==> src/rtl/mmio_fabric_pkg.sv <==
// Shared MiniLab address map, fabric state encoding and small helpers.
package MiniLab_defs;

   localparam logic [15:0] MMIO_BASE    = 16'hC000;
   localparam logic [15:0] STATUS_ADDR  = 16'hCFFF;
   localparam int          DMEM_DEPTH   = 12;
   localparam logic [15:0] BUS_ERR_DATA = 16'hDEAD;

   typedef enum logic [1:0] {
      FAB_IDLE,
      FAB_ACCESS,
      FAB_RESP
   } fab_state_t;

   function automatic logic [7:0] sat_inc8(input logic [7:0] v);
      return (v == 8'hFF) ? v : v + 8'd1;
   endfunction

endpackage

==> src/rtl/mmio_fabric.sv <==
// Address decoder + slave access FSM: DMEM/status/unmapped answer in 0 wait; slave access takes
// 2+N cycles with stall_o held until the RESP cycle, bus error after TIMEOUT ACCESS cycles.
module mmio_fabric #(
   parameter int NUM_SLV    = 4,
   parameter int WIN_WORDS  = 4,
   parameter int TIMEOUT    = 15,
   parameter int DMEM_DEPTH = MiniLab_defs::DMEM_DEPTH,
   localparam int OFF_W     = (WIN_WORDS > 1) ? $clog2(WIN_WORDS) : 1
) (
   input  logic                  clk,
   input  logic                  rst_n,
   input  logic [15:0]           daddr_i,
   input  logic                  we_i,
   input  logic                  re_i,
   input  logic [15:0]           wdata_i,
   output logic [15:0]           rdata_o,
   output logic                  stall_o,
   output logic                  err_o,
   output logic                  dmem_we_o,
   input  logic [15:0]           dmem_rdata_i,
   output logic [NUM_SLV-1:0]    slv_sel_o,
   output logic                  slv_we_o,
   output logic [OFF_W-1:0]      slv_off_o,
   output logic [15:0]           slv_wdata_o,
   input  logic [NUM_SLV*16-1:0] slv_rdata_i,
   input  logic [NUM_SLV-1:0]    slv_ready_i
);

   import MiniLab_defs::*;

   localparam int          IDX_W    = (NUM_SLV > 1) ? $clog2(NUM_SLV) : 1;
   localparam int          CNT_W    = $clog2(TIMEOUT + 1);
   localparam int          OFF_SH   = $clog2(WIN_WORDS);
   localparam logic [15:0] SLV_SPAN = 16'(NUM_SLV * WIN_WORDS);

   logic                req;
   logic                is_dmem;
   logic                is_stat;
   logic                is_slv;
   logic [15:0]         rel;
   logic [IDX_W-1:0]    dec_idx;
   logic [OFF_W-1:0]    dec_off;
   logic [NUM_SLV-1:0]  dec_onehot;

   fab_state_t          state;
   logic [IDX_W-1:0]    idx_q;
   logic [CNT_W-1:0]    cnt;
   logic [15:0]         resp;
   logic                resp_err;
   logic [7:0]          err_cnt;

   always_comb begin
      req     = re_i | we_i;
      rel     = daddr_i - MMIO_BASE;
      is_dmem = (daddr_i >> DMEM_DEPTH) == 16'd0;
      is_stat = !is_dmem && (daddr_i == STATUS_ADDR);
      is_slv  = !is_dmem && !is_stat && (daddr_i >= MMIO_BASE) && (rel < SLV_SPAN);
      dec_idx = IDX_W'(rel >> OFF_SH);
      dec_off = (WIN_WORDS > 1) ? OFF_W'(rel) : '0;
      for (int i = 0; i < NUM_SLV; i++) begin
         dec_onehot[i] = (dec_idx == IDX_W'(i));
      end
   end

   // cnt holds the number of ACCESS cycles already spent, so the TIMEOUT-th one is the last.
   always_ff @(posedge clk or negedge rst_n) begin
      if (!rst_n) begin
         state       <= FAB_IDLE;
         idx_q       <= '0;
         cnt         <= '0;
         resp        <= '0;
         resp_err    <= 1'b0;
         err_cnt     <= '0;
         slv_sel_o   <= '0;
         slv_we_o    <= 1'b0;
         slv_off_o   <= '0;
         slv_wdata_o <= '0;
      end else begin
         case (state)
            FAB_IDLE: begin
               resp_err <= 1'b0;
               if (req && !is_dmem) begin
                  if (is_slv) begin
                     idx_q       <= dec_idx;
                     slv_sel_o   <= dec_onehot;
                     slv_we_o    <= we_i;
                     slv_off_o   <= dec_off;
                     slv_wdata_o <= wdata_i;
                     cnt         <= '0;
                     state       <= FAB_ACCESS;
                  end else if (is_stat) begin
                     if (we_i) err_cnt <= '0;
                  end else begin
                     err_cnt <= sat_inc8(err_cnt);
                  end
               end
            end
            FAB_ACCESS: begin
               if (slv_ready_i[idx_q]) begin
                  resp      <= slv_rdata_i[idx_q*16 +: 16];
                  slv_sel_o <= '0;
                  state     <= FAB_RESP;
               end else if (cnt == CNT_W'(TIMEOUT - 1)) begin
                  resp      <= BUS_ERR_DATA;
                  resp_err  <= 1'b1;
                  err_cnt   <= sat_inc8(err_cnt);
                  slv_sel_o <= '0;
                  state     <= FAB_RESP;
               end else begin
                  cnt <= cnt + CNT_W'(1);
               end
            end
            FAB_RESP: begin
               resp_err <= 1'b0;
               state    <= FAB_IDLE;
            end
            default: begin
               slv_sel_o <= '0;
               state     <= FAB_IDLE;
            end
         endcase
      end
   end

   // Outputs are forced quiet while reset is asserted, even if a request is still held.
   always_comb begin
      rdata_o   = '0;
      stall_o   = 1'b0;
      err_o     = 1'b0;
      dmem_we_o = 1'b0;
      if (rst_n) begin
         case (state)
            FAB_IDLE: begin
               if (req) begin
                  if (is_dmem) begin
                     dmem_we_o = we_i;
                     rdata_o   = dmem_rdata_i;
                  end else if (is_stat) begin
                     rdata_o = {8'h00, err_cnt};
                  end else if (is_slv) begin
                     stall_o = 1'b1;
                  end else begin
                     err_o = 1'b1;
                  end
               end
            end
            FAB_ACCESS: stall_o = 1'b1;
            FAB_RESP: begin
               rdata_o = resp;
               err_o   = resp_err;
            end
            default: ;
         endcase
      end
   end

endmodule

==> config.mk <==
export PLATFORM = sky130hd
export DESIGN_NAME = mmio_fabric
export DESIGN_NICKNAME = d
export VERILOG_FILES = /design/src/rtl/mmio_fabric_pkg.sv /design/src/rtl/mmio_fabric.sv
export SDC_FILE = /design/constraint.sdc
export NUM_CORES = 1
export LEC_CHECK = 0
export BUFFER_PORTS_ARGS = -buffer_cell sky130_fd_sc_hd__clkbuf_2
export CAP_MARGIN = 10
export CORE_AREA = 2 2 90 92
export CTS_BUF_LIST = sky130_fd_sc_hd__clkbuf_8
export DETAILED_ROUTE_END_ITERATION = 8
export DIE_AREA = 0 0 92 94
export PLACE_DENSITY = 0.83
export REMOVE_ABC_BUFFERS = 1
export SKIP_LAST_GASP = 1
export SYNTH_ARGS = -nofsm -noshare
export SYNTH_HDL_FRONTEND = slang
export SYNTH_SLANG_ARGS = --single-unit
==> constraint.sdc <==
create_clock -name clk -period 2.1 [get_ports clk]
set_input_delay 0.42 -clock clk [delete_from_list [all_inputs] [get_ports clk]]
set_output_delay 0.42 -clock clk [all_outputs]
set_load 0.05 [all_outputs]
# Word-level counts from Yosys, hierarchy flattened
# Index checks and enable logic that the tools add are counted.
# totals
in_bits	120
ff_bits	56
ram_bits	0
elab_cells	107
latchBits	0
mem_count	0
out_inout_bits	42
rom_bits	0
# op_classes
mux	51
n_bitwise	2
multipliers	0
order_cmp	3
n_div	0
reduce_logical	21
n_shift	1
n_addsub	3
n_eq_ne	16
# op_table
cell	count
16-bit 2-to-1 mux	5
8-bit 2-to-1 mux	8
64-bit by 7-bit variable part select with 16-bit output	1
4-bit 2-to-1 mux	8
16-bit case mux with 2 select lines	1
1-bit 2-to-1 mux	17
16-bit equality test, second input constant	1
16-bit greater-or-equal comparator, second input constant	1
16-bit zero test	1
16-bit by 5-bit < comparator with 1-bit output, second input constant	1
8-bit case mux with 2 select lines	1
16-bit subtractor, second input constant	1
2-bit != test, second input constant	6
4-bit case mux with 3 select lines	1
3-bit AND reduction	3
8-bit by 1-bit adder with 8-bit output, second input constant	1
8-bit equality test, second input constant	1
2-bit 2-to-1 mux	4
4-bit case mux with 2 select lines	1
2-bit equality test, second input constant	3
3-bit != test, second input constant	2
1-bit case mux with 2 select lines	3
6-bit AND reduction	1
2-bit nonzero test	3
15 further kinds	22

# Longest topological paths before layout
# Gate-level depths: netlist (run 1).
# logic_depth
ltp_word	13
mapped_depth	7
mapped_depth_nobuf	7

# Least setup slack after synthesis (run 1)
# Ideal clock, no wire load.
# synth_path
kind	input -> output
from	input port daddr_i[13]
to	output port stall_o
cell_stages	6
n_path_buf	1
slack_ns	-1.112
arrival_time_ns	2.792
required_time_ns	1.680
path_cell_list	nor4bb_1 > nand3_1 > nor2_2 > buf_2 > nor2_1 > nor3b_1
# synth_between
elab_chain_cells	13
elab_cells_between_ends	17
cone_classes	add/sub (1); order compare (2); eq/ne (1); mux (6); reduce/logical (7)
# synth_lines
element	line	text
start, declared	mmio_fabric.sv:12	input logic [15:0] daddr_i,
branches (longest 9 deep; another with 16-bit subtractor)	--	
1-bit 2-to-1 mux *	mmio_fabric.sv:135	if (is_dmem) begin
1-bit 2-to-1 mux *	mmio_fabric.sv:134	if (req) begin
1-bit case mux with 2 select lines *	mmio_fabric.sv:132	case (state)
1-bit 2-to-1 mux *	mmio_fabric.sv:131	if (rst_n) begin
end, declared	mmio_fabric.sv:17	output logic stall_o,
# Mark *: on every way between the ends.

# Worst setup path after layout (run 1)
# layout_path
from	input port daddr_i[13]
to	output port rdata_o[4]
# layout_between
elab_chain_cells	8
elab_cells_between_ends	9
cone_classes	eq/ne (1); mux (5); reduce/logical (3)
# layout_lines
element	line	text
16-bit zero test	mmio_fabric.sv:55	is_dmem = (daddr_i >> DMEM_DEPTH) == 16'd0;
1-bit zero test	mmio_fabric.sv:56	is_stat = !is_dmem && (daddr_i == STATUS_ADDR);
1-bit logical AND	mmio_fabric.sv:56	
8-bit 2-to-1 mux	mmio_fabric.sv:138	end else if (is_stat) begin
16-bit 2-to-1 mux *	mmio_fabric.sv:135	
16-bit 2-to-1 mux *	mmio_fabric.sv:134	
16-bit case mux with 2 select lines *	mmio_fabric.sv:132	
16-bit 2-to-1 mux *	mmio_fabric.sv:131	
end, declared	mmio_fabric.sv:16	output logic [15:0] rdata_o,
# Mark *: on every way between the ends. The rest lies on a longest branch, timed or not.

==> flow_summary.ini, run 1 <==
[route]
drt_iter0_drc = 166
routedWlPerCell_um = 17.7
num_vias = 3242
ant_nets = 0
dr.pass1.iters = 5
drc = 0
viasPerCell = 5.68
wl_um = 10100

[clock_tree]
cts_tree = done
cts_root_buf = clkbuf_8
numCtsBuffers = 5
clock_latency_ns = 0.31
clockBufferDepth = 2
cts_sinks = 56
cts_max_level = 2
clk_pin_slew_ns = 0.10

[sta]
setup_violations = 18
max_freq_mhz = 427
rsz0062_at_grt = yes
fin_crit_ns = 2.34
slew_viol_final = 0
finalCritPeriodShare = 1.12
hold_viol = 0
fin_hold_ws_ns = 0.200
tightest_slew_ns = 0.661
slew_headroom = 0.559
fin_skew_ns = 0.0111
setup_slack_ns = -0.243

[logic_synthesis]
synth-edff-count = 0
muxShareOfSynthArea = 0.209
synthSimpleGateAreaFrac = 0.170
synth-seq-cells = 56
synth_top_family_by_area = multiplexers
async_reset_ff_frac = 1.00
synth-compound-area-share = 0.144
avgSynthCellArea_um2 = 11.4
synth_area_mm2 = 0.00320
synth_xor_area_frac = 0.00273
synthAdderAreaFrac = 0.0117
synth.distinct_cells = 45
synth_warnings = 0
synthCells = 280
ys_seq_area_frac = 0.438
synth_flop_cell = dfrtp_1

[layout]
utilization = 0.631
regArea_mm2 = 0.00140
drive_gt1_frac = 0.548
fill_cells = 625
layout.nets = 592
multi_input_area_mm2 = 0.00182
syn2layout_area_growth_pct = 49.8
diodes = 0

[floorplan]
io_pins = 162
coreArea_mm2 = 0.00761
num_rows = 32
start_util = 0.421
dieArea_mm2 = 0.00865
die-width_um = 92
die_h_um = 94

[power_and_ir_drop]
total_power_mw = 2.21
vdd_drop_max_v = 0.000373
powerDensity_mw_per_mm2 = 461
p_leak_nw = 2.33

[setup_path]
r2r-start = idx_q[0]
cp_data_required_time_ns = 1.68
critPathKind = primary input to output port
crit_start = daddr_i[13]
crit_fanout = 8
start_kind = primary input
endpoint_kind = output port
arrival_ns = 1.92

[global_routing]
grt_usage = 0.234
first_global_vias = 3342
grt_max_degree = 28
antenna_found_initial = 0
gr-total-overflow = 0
grt_first_pass_wirelength_um = 15800

[outcome]
violations = setup timing
status = finished, violations left

[run]
cap_viol_max_count = 0

[placed_design]
dp_hpwl_um = 7660
port_buffers = 161
routabilityCongestion = 0.884

[min_path]
hold_path.class = primary input to asynchronous set/reset pin
==> state kept, by name, summed over array words and instances (netlist names) <==
name,count
slv_off_o,2
slv_we_o,1
slv_sel_o,4
resp_err,1
cnt,4
idx_q,2
resp,16
state,2
slv_wdata_o,16
err_cnt,8
==> where the power goes <==
part | switching [mW] | leakage [nW] | total [mW] | internal (mW)
clock | 0.333 | 0.0452 | 0.557 | 0.223
combinational | 0.205 | 1.57 | 0.441 | 0.236
sequential | 0.0809 | 0.711 | 1.21 | 1.13
==> synthesized netlist by cell type (2+ instances only) <==
master	n	share of area
nor2_2	2	0.0039
or3_1	3	0.0059
clkbuf_1	11	0.013
and4_1	4	0.011
o21ai_0	16	0.025
o22a_1	11	0.030
nor4_1	2	0.0039
nand3_1	15	0.023
and3_1	5	0.0098
o211ai_1	2	0.0047
mux2_2	20	0.070
inv_1	4	0.0047
nand2_1	21	0.025
o2bb2ai_1	2	0.0055
dfrtp_1	56	0.44
buf_2	2	0.0031
a32o_1	2	0.0063
a22oi_1	8	0.019
mux4_2	11	0.077
nand2b_1	3	0.0059
nor3_1	2	0.0031
nor2_1	12	0.014
nor2b_1	17	0.033
or4_1	2	0.0047
mux2i_1	4	0.013
ha_1	3	0.012
o31ai_1	3	0.0070
a21oi_1	8	0.013
mux4_1	6	0.049
a222oi_1	8	0.025
==> per-layer routing <==
metal | up-vias | track usage | share of wire | wire [µm]
li1 | 1470 | - | - | -
met1 | 1577 | 0.257 | 0.37 | 3730
met2 | 178 | 0.430 | 0.51 | 5160
met3 | 17 | 0.0658 | 0.098 | 992
met4 | 0 | 0.0858 | 0.021 | 213
met5 | - | 0 | 0 | 0
==> worst max-delay path, cell delays in order <==
cell and delay (ns):
buf_6 0.10, nor4bb_4 0.27, buf_4 0.15, and4_4 0.21
nor2b_4 0.15, buf_6 0.14, a222oi_1 0.07, nor2b_1 0.20
clkbuf_16 0.20
==> cell type report <==
type	instances	share of cell area
tap	102	0.0266
clock buffer	5	0.0143
clock inverter	2	0.00182
timing repair buffer	197	0.282
sequential	56	0.292
multi-input combinational	205	0.380
inverter	4	0.00313
==> worst paths after layout <==
check,endpoint,slack [ns],cells after the start
max in group asynchronous,err_cnt[3],1.17,2
setup / recovery,rdata_o[4],-0.24,9
min in group clk,slv_wdata_o[1],0.34,2
hold reg to reg,resp_err,0.50,2
hold / removal,resp[3],0.20,2
setup reg to reg,err_cnt[2],0.09,5
==> cells by family after synthesis <==
kind of cell	Yosys count
XOR/XNOR	1
AND/OR/NAND/NOR	96
AO/OA/AOI/OAI	64
adder cells (fa/ha/maj)	3
flip-flops	56
buffers and inverters	19
multiplexers	41
==> what timing repair did <==
action	in CTS	in global routing
setup endpoints to repair	18	40
pin swaps	6	12
endpoints found under the hold margin	4	0
resized for setup	28	30
gates cloned	1	0
buffers inserted	0	3
hold buffers	1	0
==> cell usage in the layout (no fill, tap or decap), drive strengths merged, types with 3 or more instances in the layout <==
master | Yosys | layout
and3 | 5 | 5
ha | 3 | 3
or3 | 3 | 3
o22a | 11 | 11
mux4 | 17 | 17
a222oi | 8 | 8
nor2b | 18 | 18
dfrtp | 56 | 56
nor3 | 3 | 3
o21ai | 17 | 17
nand2 | 21 | 21
nand2b | 3 | 3
clkbuf | 11 | 155
nand3 | 15 | 15
and4 | 4 | 4
a21oi | 8 | 8
mux2 | 20 | 20
o31ai | 3 | 3
buf | 4 | 46
a22oi | 8 | 8
nor2 | 14 | 14
inv | 4 | 5
mux2i | 4 | 4
==> stage by stage <==
stage,area (µm²),setup WS (ns),std cells,TNS [ns]
6_report,4800,-0.243,571,-3.17
5_1_grt,4800,-0.343,571,-4.22
4_1_cts,4650,-0.307,568,-4.50
3_5_place_dp,4450,-0.333,559,-7.38
3_3_place_gp,4450,-0.328,559,-6.26
2_1_floorplan,3140,-1.33,265,-23.41
Note: power is estimated with default switching activity, not from simulation.
==> inputs of run 2 (changes only) <==
Settings changed: SETUP_SLACK_MARGIN set to 0.3.
==> run 2 against run 1 <==
Compared with the run above:
- first-iteration DRC count is 7.8% higher
- critical endpoint is now rdata_o[1]
- via count is 1.9% higher
- worst hold slack better by 0.012 ns
- design area is 8.2% higher
- clock power is 0.9% lower
- die area stayed put
- the flow still finishes with violations (setup timing)
- highest routed layer unchanged
==> flow_summary.ini, run 2 (synthesis gave the netlist of run 1 again) <==
[route]
wl_um = 10900
viasPerCell = 5.65
drt_iter0_drc = 179
drc = 0
num_vias = 3304
ant_nets = 0
dr.pass1.iters = 6
routedWlPerCell_um = 18.6

[layout]
multi_input_area_mm2 = 0.00204
fill_cells = 581
layout.nets = 606
finalInstanceArea_mm2 = 0.00519
layout_commonest_cell = clkbuf_2
syn2layout_area_growth_pct = 62.1
regArea_mm2 = 0.00140
reg_top3 = resp x16, slv_wdata_o x16, err_cnt x8
drive_gt1_frac = 0.617
final_cell_mix = clkbuf_2, dfrtp_1, buf_4
diodes = 0

[setup_path]
crit_family = simple AND/OR/NAND/NOR gates
cp_num_cells = 7
crit_fanout = 8
crit_chain = buf_6, or4_4, nor2_4, buf_6, a222oi_1, nor2_1, buf_12
cp_data_required_time_ns = 1.68
reg2reg_to = err_cnt[2]
critPathMostFrequentCell = buf_6
reg2regPathDepth = 5
path_buf_inv = 3
max_stage_delay_ns = 0.55
critPathKind = primary input to output port
crit_start = daddr_i[13]
start_kind = primary input
endpoint_kind = output port
arrival_ns = 1.91
crit_end = rdata_o[1]
slowest_stage = or4_4
rrSetupSlack_ns = 0.15
r2r-start = idx_q[0]

[clock_tree]
cts_tree = done
clockBufferDepth = 2
clk_pin_slew_ns = 0.09
cts_root_buf = clkbuf_8
cts_sinks = 56
numCtsBuffers = 5
cts_max_level = 2
clock_latency_ns = 0.31

[placed_design]
dpl_cell_area_mm2 = 0.00445
dp_worst_setup_slack_ns = -0.333
port_buffers = 161
dp_hpwl_um = 7660
routabilityCongestion = 0.884

[global_routing]
grt_busiest_layer = met2
use_met3 = 0.0666
first_global_vias = 3458
grt_first_pass_wirelength_um = 16700
gr-total-overflow = 0
grt_use_met1 = 0.273
antenna_found_initial = 0
grtUsageMet2 = 0.463
grt_max_degree = 28
grt_usage = 0.248

[power_and_ir_drop]
p_switching_uw = 648
powerDensity_mw_per_mm2 = 439
p_clk_frac = 0.242
netSwitchingFraction = 0.284
p_comb_frac = 0.226
intPower_mw = 1.63
seqPwrFrac = 0.532
vdd_drop_max_v = 0.000362
p_leak_nw = 2.44

[sta]
setup_slack_ns = -0.230
slew_viol_final = 0
fin_crit_ns = 2.33
rsz0062_at_grt = yes
slew_headroom = 0.734
finalCritPeriodShare = 1.11
fin_skew_ns = 0.00898
max_freq_mhz = 429
setup_violations = 18
hold_viol = 0
tightest_slew_ns = 0.398
finalSetupTns_ns = -3.21

[floorplan]
io_pins = 162
die_h_um = 94
die-width_um = 92
start_util = 0.421
num_rows = 32
coreArea_mm2 = 0.00761
dieArea_mm2 = 0.00865

[min_path]
hold_path.class = primary input to asynchronous set/reset pin

[outcome]
status = finished, violations left
violations = setup timing

[run]
cap_viol_max_count = 0
-- run 2: metal layers --
metal | vias up | share of wire
li1 | 1498 | -
met1 | 1610 | 0.36
met2 | 179 | 0.52
met3 | 17 | 0.092
met4 | 0 | 0.022
met5 | - | 0
-- run 2: cell type report --
class,count,area share
Multi-Input combinational cell,206,0.392
Clock buffer,5,0.0133
Sequential cell,56,0.270
Timing Repair Buffer,210,0.295
Clock inverter,2,0.00169
Inverter,4,0.00289
Tap cell,102,0.0246
-- run 2: worst min path at each step --
stage	from	cells after the start	end	slack (ns)
after floorplan	rst_n	0	cnt[0]	0.12
after global placement	rst_n	1	slv_we_o	0.34
after detailed placement	rst_n	1	slv_we_o	0.34
after CTS	rst_n	2	resp[3]	0.21
after global routing	rst_n	2	resp[3]	0.22
final	rst_n	2	resp[3]	0.21
-- run 2: worst register-to-register path: stages, from the launching register on --
cell and delay [ns]:
dfrtp_1 0.38, mux4_2 0.58, nor3_4 0.24, nor2_4 0.09, or4_1 0.43, a21boi_1 0.16
-- run 2: power groups by stage --
stage | Clock (mW) | Sequential, mW | Combinational [mW]
2_1_floorplan | 0 | 1.22 | 0.183
3_3_place_gp | 0 | 1.23 | 0.392
3_5_place_dp | 0 | 1.23 | 0.415
4_1_cts | 0.573 | 1.21 | 0.479
5_1_grt | 0.615 | 1.23 | 0.563
6_report | 0.552 | 1.21 | 0.515
-- run 2: through the flow --
step / std cells / hold slack (ns) / power, mW / utilization
5_1_grt: 585 / 0.220 / 2.40 / 0.683
3_5_place_dp: 559 / 0.339 / 1.65 / 0.585
3_3_place_gp: 559 / 0.337 / 1.62 / 0.585
6_report: 585 / 0.212 / 2.28 / 0.683
4_1_cts: 578 / 0.212 / 2.26 / 0.642
2_1_floorplan: 265 / 0.124 / 1.40 / -
-- run 2: timing repair --
item,4_1_cts,5_1_grt
pin swaps,20,21
buffers inserted,9,4
hold buffers,2,0
endpoints found under the hold margin,3,0
endpoints found under the setup margin,67,66
resized for setup,64,58
gates cloned,1,3
==> inputs of run 3 (changes only) <==
Settings changed: PLACE_DENSITY 0.83 to 0.77.
==> run 3 against run 2 <==
Compared with the run above:
- largest cell class unchanged
- flip-flop and latch count stayed put
- critical path depth stayed put
- critical endpoint is now rdata_o[0]
- maximum frequency is 1.9% lower
- sequential share of layout area is 0.87 points lower
- the run still ends with setup timing left
- design area is 3.2% higher
- utilization is 2.2 points higher
==> flow_summary.ini, run 3 (synthesis gave the netlist of run 1 again) <==
[outcome]
status = finished, violations left
violations = setup timing

[global_routing]
antenna_found_initial = 0
first_global_vias = 3317
grt_first_pass_wirelength_um = 16200
grt_max_degree = 32
gr-total-overflow = 0
grt_usage = 0.241

[sta]
slew_headroom = 0.739
fin_skew_ns = 0.00620
finalSetupTns_ns = -3.90
tightest_slew_ns = 0.391
fin_crit_ns = 2.38
setup_violations = 22
slew_viol_final = 0
max_freq_mhz = 421
hold_viol = 0
finalCritPeriodShare = 1.13
rsz0062_at_grt = yes
setup_slack_ns = -0.276

[placed_design]
dp_worst_setup_slack_ns = -0.344
dpl.cell_count = 565
port_buffers = 161
routabilityCongestion = 0.780
dp_hpwl_um = 7370

[layout]
diodes = 0
fill_cells = 540
syn2layout_area_growth_pct = 67.3
drive_gt1_frac = 0.634
final_cell_mix = clkbuf_2, dfrtp_1, buf_4
layout_commonest_cell = clkbuf_2
layout.nets = 616
final_cells = 596
reg_top3 = resp x16, slv_wdata_o x16, err_cnt x8

[route]
viasPerCell = 5.54
drc = 0
wl_um = 10900
dr.pass1.iters = 5
routedWlPerCell_um = 18.3
ant_nets = 0
num_vias = 3299
drt_iter0_drc = 185

[run]
cap_viol_max_count = 0

[floorplan]
io_pins = 162
dieArea_mm2 = 0.00865
die-width_um = 92
die_h_um = 94
num_rows = 32
start_util = 0.421
coreArea_mm2 = 0.00761

[clock_tree]
clockBufferDepth = 2
clock_latency_ns = 0.31
cts_sinks = 56
numCtsBuffers = 5
cts_root_buf = clkbuf_8
cts_max_level = 2
cts_tree = done
hold_buffers = 0
clk_pin_slew_ns = 0.11

[setup_path]
crit_fanout = 8
reg2regPathDepth = 7
crit_start = daddr_i[14]
arrival_ns = 1.96
critPathKind = primary input to output port
r2r-start = state[1]
cp_data_required_time_ns = 1.68
start_kind = primary input
endpoint_kind = output port

[power_and_ir_drop]
total_power_mw = 2.34
vdd_drop_max_v = 0.000410
powerDensity_mw_per_mm2 = 436
p_leak_nw = 2.51

[min_path]
hold_path.class = primary input to asynchronous set/reset pin
## run 3: report_power, final
part	switching [mW]	total, mW	internal (mW)
Combinational	0.233	0.504	0.270
Sequential	0.0865	1.22	1.13
Clock	0.377	0.615	0.237
Total	0.697	2.34	1.64
## run 3: worst max-delay path: stages
cell and delay [ns]:
buf_6 0.09, or4_4 0.57, nor2_4 0.18, buf_8 0.17, a222oi_1 0.11, nor2b_1 0.21
clkbuf_16 0.20
## run 3: metal layers
metal,vias to the layer above,track usage,share of wire
met2,152,0.455,0.54
met3,19,0.0538,0.066
li1,1523,-,-
met1,1605,0.280,0.38
met4,0,0.0485,0.016
met5,-,0,0
## run 3: area by class of cell
cell class | instances | area, µm² | share of cell area
multi-input cells | 206 | 2070 | 0.386
repair buffers | 220 | 1650 | 0.309
well taps | 102 | 128 | 0.0238
inverters | 4 | 15.0 | 0.00280
clock inverters | 3 | 23.8 | 0.00444
clock buffers | 5 | 68.8 | 0.0128
flip-flops and latches | 56 | 1400 | 0.261
## run 3: repair_timing
| item | CTS | global route |
|---|---|---|
| gates cloned | 4 | 1 |
| buffers inserted | 12 | 6 |
| resized for setup | 92 | 36 |
| pin swaps | 41 | 25 |
| endpoints found under the setup margin | 64 | 68 |
## run 3: path summary, 6_finish.rpt
| path | endpoint | slack [ns] |
|---|---|---|
| setup / recovery | rdata_o[0] | -0.28 |
| hold reg to reg | slv_sel_o[1] | 0.52 |
| min in group clk | slv_wdata_o[11] | 0.33 |
| setup reg to reg | err_cnt[2] | 0.12 |
| hold / removal | slv_we_o | 0.10 |
| max in group asynchronous | state[1] | 1.59 |
## run 3: stage by stage
stage / utilization / area [µm²] / hold WS [ns]
after floorplan: - / 3140 / 0.124
after global placement: 0.593 / 4510 / 0.443
after detailed placement: 0.593 / 4510 / 0.449
after CTS: 0.677 / 5150 / 0.107
after global routing: 0.705 / 5360 / 0.106
final: 0.705 / 5360 / 0.101
